--- config.mk ---
export PLATFORM = sky130hd
export DESIGN_NAME = dfd_trace_sram_arb
export DESIGN_NICKNAME = d
export VERILOG_FILES = /design/src/rtl/dfd_trace_sram_arb.sv
export SDC_FILE = /design/constraint.sdc
export NUM_CORES = 1
export LEC_CHECK = 0
export ABC_AREA = 1
export CAP_MARGIN = 15
export CORE_AREA = 2 2 215 217
export DETAILED_ROUTE_END_ITERATION = 12
export DIE_AREA = 0 0 217 219
export SYNTH_ARGS = -nofsm -noshare
export SYNTH_HDL_FRONTEND = slang
export SYNTH_SLANG_ARGS = --single-unit
--- constraint.sdc ---
create_clock -name clk -period 2 [get_ports clk]
set_clock_uncertainty 0.05 [all_clocks]
set_input_delay 0.4 -clock clk [delete_from_list [all_inputs] [get_ports clk]]
set_output_delay 0.4 -clock clk [all_outputs]
set_load 0.02 [all_outputs]
--- src/rtl/dfd_trace_sram_arb.sv ---
// Single-port trace SRAM arbiter: funnel writes win, a write-streak bound lets debug
// reads through, and read data returns on a fixed-latency valid pipeline.
module dfd_trace_sram_arb #(
  parameter int TRC_RAM_INDEX_WIDTH = 9,
  parameter int TRC_RAM_DATA_WIDTH  = 128,
  parameter int RD_LATENCY          = 1,
  parameter int MAX_WR_STREAK       = 8
) (
  input  logic                           clk,
  input  logic                           reset_n,
  input  logic                           arb_en,
  input  logic                           wr_req_vld,
  output logic                           wr_req_rdy,
  input  logic [TRC_RAM_INDEX_WIDTH-1:0] wr_req_addr,
  input  logic                           wr_req_mask_en,
  input  logic [TRC_RAM_DATA_WIDTH-1:0]  wr_req_data,
  input  logic                           rd_req_vld,
  output logic                           rd_req_rdy,
  input  logic [TRC_RAM_INDEX_WIDTH-1:0] rd_req_addr,
  output logic                           rd_rsp_vld,
  output logic [TRC_RAM_DATA_WIDTH-1:0]  rd_rsp_data,
  output logic                           mem_chip_en,
  output logic                           mem_wr_en,
  output logic [TRC_RAM_INDEX_WIDTH-1:0] mem_wr_addr,
  output logic                           mem_wr_mask_en,
  output logic [TRC_RAM_DATA_WIDTH-1:0]  mem_wr_data,
  input  logic [TRC_RAM_DATA_WIDTH-1:0]  mem_rd_data,
  output logic                           arb_busy
);

  localparam int SW = $clog2(MAX_WR_STREAK + 1);
  localparam logic [SW-1:0] STREAK_MAX = SW'(MAX_WR_STREAK);

  logic [SW-1:0]                 r_streak;
  logic [RD_LATENCY:0]           r_rd_pipe;
  logic [TRC_RAM_DATA_WIDTH-1:0] r_rsp_data;
  logic                          w_force_rd;
  logic                          w_gnt_ok;
  logic                          w_wr_gnt;
  logic                          w_rd_gnt;

  // Grants are masked while reset is asserted so requesters never see a handshake then.
  assign w_gnt_ok   = arb_en & reset_n;
  assign w_force_rd = rd_req_vld & (r_streak == STREAK_MAX);
  assign w_rd_gnt   = w_gnt_ok & rd_req_vld & (~wr_req_vld | w_force_rd);
  assign w_wr_gnt   = w_gnt_ok & wr_req_vld & ~w_force_rd;
  assign wr_req_rdy = w_wr_gnt;
  assign rd_req_rdy = w_rd_gnt;

  // Response valid lines up with the SRAM output; data is held between responses.
  assign rd_rsp_vld  = r_rd_pipe[RD_LATENCY];
  assign rd_rsp_data = r_rd_pipe[RD_LATENCY] ? mem_rd_data : r_rsp_data;
  assign arb_busy    = wr_req_vld | rd_req_vld | (|r_rd_pipe);

  // Write-streak counter: only counts while a read is actually waiting.
  always_ff @(posedge clk or negedge reset_n) begin
    if (!reset_n) begin
      r_streak <= {SW{1'b0}};
    end else if (w_wr_gnt && rd_req_vld) begin
      if (r_streak != STREAK_MAX) begin
        r_streak <= r_streak + SW'(1'b1);
      end else begin
        r_streak <= r_streak;
      end
    end else if (w_rd_gnt || !rd_req_vld) begin
      r_streak <= {SW{1'b0}};
    end else begin
      r_streak <= r_streak;
    end
  end

  // Issue stage toward the SRAM; write payload only changes on a write grant.
  always_ff @(posedge clk or negedge reset_n) begin
    if (!reset_n) begin
      mem_chip_en    <= 1'b0;
      mem_wr_en      <= 1'b0;
      mem_wr_addr    <= {TRC_RAM_INDEX_WIDTH{1'b0}};
      mem_wr_mask_en <= 1'b0;
      mem_wr_data    <= {TRC_RAM_DATA_WIDTH{1'b0}};
    end else begin
      mem_chip_en <= w_wr_gnt | w_rd_gnt;
      mem_wr_en   <= w_wr_gnt;
      if (w_wr_gnt) begin
        mem_wr_addr    <= wr_req_addr;
        mem_wr_mask_en <= wr_req_mask_en;
        mem_wr_data    <= wr_req_data;
      end else if (w_rd_gnt) begin
        mem_wr_addr    <= rd_req_addr;
        mem_wr_mask_en <= mem_wr_mask_en;
        mem_wr_data    <= mem_wr_data;
      end else begin
        mem_wr_addr    <= mem_wr_addr;
        mem_wr_mask_en <= mem_wr_mask_en;
        mem_wr_data    <= mem_wr_data;
      end
    end
  end

  // Read valid shift register and response data hold register.
  always_ff @(posedge clk or negedge reset_n) begin
    if (!reset_n) begin
      r_rd_pipe  <= {(RD_LATENCY+1){1'b0}};
      r_rsp_data <= {TRC_RAM_DATA_WIDTH{1'b0}};
    end else begin
      r_rd_pipe <= {r_rd_pipe[RD_LATENCY-1:0], w_rd_gnt};
      if (r_rd_pipe[RD_LATENCY]) begin
        r_rsp_data <= mem_rd_data;
      end else begin
        r_rsp_data <= r_rsp_data;
      end
    end
  end

endmodule

==> results.toml <==
[route]
vias_per_cell = 4.13
dr.pass1.iters = 5
drtAntennaViolNets = 0
dr.first_iter.drc_count = 592
vias = 10400
drc = 0
finalWirelength_mm = 40.1
routedWlPerCell_microns = 15.9

[timing]
fin_ws_ps = -231
hold_violations = 0
clock.fmax_mhz = 448
rsz0062_at_grt = "yes"
setup_viol = 136
min_period_ps = 2230
slew-limit-headroom = 0.372
final-max-slew-violation-count = 0
max_slew.worst_pin.slew_ps = 942
period_share = 1.12

[setup_path]
required_ps = 1550
critPathMaxFanout = 3
cp_slowest_cell = "dfrtp_1"
arrival_ps = 1780
critPathBufInv = 3
cp_top_family = "flip-flops"
slowest_delay_ps = 390
r2r_slack_ps = -100
cp_cell_sequence = "inv_2 > ha_4 > inv_2 > nor2_4 > nand2_2 > a211oi_2 > buf_4"
crit_path_end_kind = "output pin"
cpMostUsedCell = "inv_2"
crit_type = "flip-flop to output pin"
startpoint_type = "flip-flop"

[clock_network]
cts_buffers = 34
cts.clk_slew.worst_paths_ps = 60
root_buffer = "clkbuf_16"
clockBufferDepth = 3
tritoncts = "yes"
worstSkewPairLatency_ps = 530
htree_levels = 2
clock_sinks = 274

[power_and_ir_drop]
ir_worst_vdd_uv = 693
pwr_density_cell_nw_per_um2 = 1020
power_leakage_nw = 9.72
total_power_mw = 19.8

[run]
maxCapViolations = 0

[layout]
syn2layout_area_growth_pct = 83.6
drive_above_1_share = 0.234
fill_cells = 4386
n_antenna_cell = 0
finalNonFillerCells = 2523
layout.nets = 2180

[yosys]
synth_nets = 1487
synth_area_sq_um = 10500
yosysSeqAreaShare = 0.651
postSynthAreaPerCell_sq_um = 8.74
ys_warn_count = 0
ys_ff_latch = 274
synth_cell_types = 20
synth_cells = 1205

[grt]
grt_pass1_wl_mm = 60.2
grt_max_degree = 71
grt_remaining_overflow = 0
grt_antenna_before_repair = 3
grt_usage = 0.162
grt_pass1_vias = 10700

[placement]
dpl.cell_count = 2429
place_hpwl_mm = 28.1
port_buffers = 551
gp_congestion = 0.840

[floorplanning]
die_w_microns = 217
initial_utilization = 0.234
core_area_sq_um = 45100
rows = 78
die_area_sq_um = 47500
ios = 552
die_h_microns = 219

[hold_path]
hp-class = "input pin to flip-flop"

[status]
violations = "negative setup slack"
outcome = "complete, but fails checks"
## per-layer routing
layer  up-vias  track usage  part of all wire
li1       5023            -                 -
met1      4869        0.187              0.39
met2       439        0.276              0.48
met3        77       0.0604             0.093
met4         6       0.0594             0.030
met5         -            0           0.00085
## final cells by class
cell class              count  area (sq um)  share of cell area
multi-input cells         844          3480               0.180
flip-flops and latches    274          6860               0.355
clock buffers              49          1030              0.0532
well taps                 600           751              0.0388
clock inverters            12           178             0.00918
repair buffers            717          6930               0.358
inverters                  27           116             0.00601
## worst reg2reg max path: cells and delay by family, from the launching register on
family	cells	cell delay (ps)
buf+inv	10	1300
flops	1	530
simple gates	2	140
## power breakdown
| group | switching, mW | internal (mW) | leakage (nW) |
|---|---|---|---|
| Clock | 2.48 | 4.10 | 0.587 |
| Combinational | 3.14 | 3.07 | 5.75 |
| Sequential | 0.415 | 6.55 | 3.38 |
## what timing repair did
action | in CTS | in global routing
pin swaps | 6 | 6
cloned | 4 | 3
setup endpoints to repair | 216 | 421
hold buffers | 1 | 0
hold endpoints to repair | 28 | 0
resized for setup | 650 | 148
setup buffers | 27 | 1
## synthesized netlist by cell type (all sizes together)
cell type  instances  area share
ha                 2      0.0024
dfrtp            274        0.65
nand3             21       0.010
clkinv             1     0.00036
nand2            809        0.29
xnor2              1     0.00083
nor2               4      0.0014
clkbuf            17      0.0061
a211oi             1     0.00071
inv               26      0.0093
o21ai              3      0.0014
buf               43       0.027
o21bai             1     0.00071
nand4              1     0.00059
a21oi              1     0.00047
## layout by cell type, fill, tap and decap left out, types with 2 or more instances in the layout
cell type,netlist,layout
nand3_1,21,21
bufinv_16,0,4
clkbuf_16,0,38
inv_2,1,3
dfrtp_1,274,273
inv_1,25,21
buf_6,10,71
buf_16,0,5
nor2_4,0,2
nor2_1,4,2
buf_4,2,165
clkinvlp_4,0,3
clkinv_2,0,3
clkbuf_1,17,4
clkbuf_8,0,10
o21ai_0,3,2
nand2_1,808,724
buf_8,0,2
nand2_2,1,84
clkdlybuf4s50_1,0,418
buf_12,0,13
buf_2,29,39
## sequential cells by signal, summed over array words and instances (netlist names)
signal / count
r_rd_pipe: 2
mem_wr_data: 128
mem_wr_mask_en: 1
mem_wr_addr: 9
mem_chip_en: 1
mem_wr_en: 1
r_rsp_data: 128
r_streak: 4
## path summary, 6_finish.rpt
kind | end | cells after the start | start
max | rd_req_rdy | 7 | r_streak[0]$_DFFE_PN0P_
max in group asynchronous | r_rsp_data[20]$_DFF_PN0_ | 4 | reset_n
min | mem_wr_data[103]$_DFFE_PN0N_ | 3 | wr_req_data[103]
min reg2reg | r_rsp_data[33]$_DFF_PN0_ | 2 | r_rsp_data[33]$_DFF_PN0_
min in group asynchronous | mem_wr_data[40]$_DFFE_PN0N_ | 3 | reset_n
max reg2reg | r_rsp_data[63]$_DFF_PN0_ | 12 | r_rd_pipe[1]$_DFF_PN0_
## stage by stage
stage               setup TNS [ps]  setup slack (ps)  cell area, sq um  hold slack [ps]   util
floorplan                        0               204             10500             54.4      -
global placement            -43110              -419             17600              371  0.391
detailed placement          -43710              -452             17600              379  0.391
CTS                         -24560              -282             18900              298  0.419
global route                -45690              -291             19300              319  0.429
finish                      -16300              -231             19300              347  0.429
## logic make-up after synthesis
| kind of cell | count (synthesis) | synth area share |
|---|---|---|
| AND/OR/NAND/NOR | 835 | 0.300 |
| XOR/XNOR | 1 | 0.000831 |
| flip-flops | 274 | 0.651 |
| buffers and inverters | 87 | 0.0423 |
| adder cells (fa/ha/maj) | 2 | 0.00237 |
| AO/OA/AOI/OAI | 6 | 0.00332 |
Note: power is estimated with default switching activity, not from simulation.
==> RTL change (config.mk and constraints unchanged) <==
`TRC_RAM_INDEX_WIDTH`: 9 -> 8.
--- a/src/rtl/dfd_trace_sram_arb.sv
+++ b/src/rtl/dfd_trace_sram_arb.sv
@@ -3,3 +3,3 @@
 module dfd_trace_sram_arb #(
-  parameter int TRC_RAM_INDEX_WIDTH = 9,
+  parameter int TRC_RAM_INDEX_WIDTH = 8,
   parameter int TRC_RAM_DATA_WIDTH  = 128,
Interface: changed (resized mem_wr_addr, rd_req_addr and wr_req_addr); port bits go from 552 to 549. The function was not compared with the original's and may differ.
==> RTL change against the original RTL <==
The flow still finishes with violations (negative setup slack); wire length is 4.0% lower; total power is 6.1% lower; via count is 0.79% lower; cell area is 0.32% higher; synthesized area is 0.45% lower; clock power is 19% lower; sequential share of layout area is 0.24 points lower; count of clock-buffer cells in the layout is 6 lower; critical path type unchanged; critical endpoint is now rd_rsp_data[92]; global-route usage is 0.79 points lower; first-iteration DRC count is 9.1% lower; worst setup slack worse by 0.081 ns; critical path depth is 1 lower; sequential cell count is 1 lower.
==> RTL change: results (changes against the original RTL) <==
status: "finished, violations left"
swShare_pct: 31.6  # +1.0 points
htree_levels: 1  # -1
synth_nets: 1477  # -0.67%
crit_path_start: "r_rd_pipe[1]$_DFF_PN0_"
reg2regPathDepth: 11  # -1
final_nets: 2152  # -1.3%
cts-hold-fix-buffers: 0  # -1
grt_use_total_pct: 15.4  # -0.79 points
grt_pass1_wl_um: 58700  # -2.5%
synth_xor_xnor_area_share_pct: 0.0835  # +0.00038 points
synth_commonest_cells: "805 x nand2_1, 273 x dfrtp_1, 24 x clkbuf_1"
seq_area_frac_synth_pct: 65.1  # about the same
cpPeakStageDelay_ns: 0.53  # +0.14 ns
path_max_fanout: 8  # +5
synthAdderAreaFrac_pct: 0.239  # +0.0011 points
post_cts_buffers: 8  # -70%
cp-endpoint: "rd_rsp_data[92]"
setup_ws_ns: -0.312  # -0.0808 ns
violations: "negative setup slack"
hold_ws_ns: 0.000107  # -0.347 ns
reg_top3: "mem_wr_data: 128 flops, r_rsp_data: 128 flops, mem_wr_addr: 8 flops"
fillCellCount: 4405  # +0.43%
avgSynthCellArea_sq_um: 8.76  # +0.21%
setup_viol_count_final: 131  # -3.7%
fin_tns_setup_ns: -23.71  # -7.41 ns
pre_cts_slack_ns: -0.514  # -0.0624 ns
finalWirelength_um: 38500  # -4.0%
synth_compound_area_share_pct: 0.334  # +0.0015 points
worstHoldPathType: "in -> async"
RTL change: cell types whose count changed after synthesis, sizes merged:
cell    unedited run  this run
clkinv             1         0
clkbuf            17        24
nand3             21        19
buf               43        36
nand2            809       806
dfrtp            274       273
inv               26        25
RTL change: per-layer routing:
metal  global-route usage [%]  share of wire [%]
met5                        0                  0
met4                     4.04                2.0
met3                     4.93                9.3
met2                     26.8                 49
met1                     18.4                 39
RTL change: final cells by class:
class	instances	share of cell area, %
well taps	600	3.87
multi-input cells	839	19.7
flip-flops and latches	273	35.2
inverters	25	0.561
repair buffers	702	35.8
clock buffers	43	4.49
clock inverters	9	0.387
RTL change: kinds of logic (layout without fill, tap and decap cells):
group | Yosys count | in the layout
compound gates | 6 | 6
flops | 273 | 273
fa+ha+maj | 2 | 2
buf+inv | 85 | 779
xor+xnor | 1 | 1
simple gates | 830 | 830
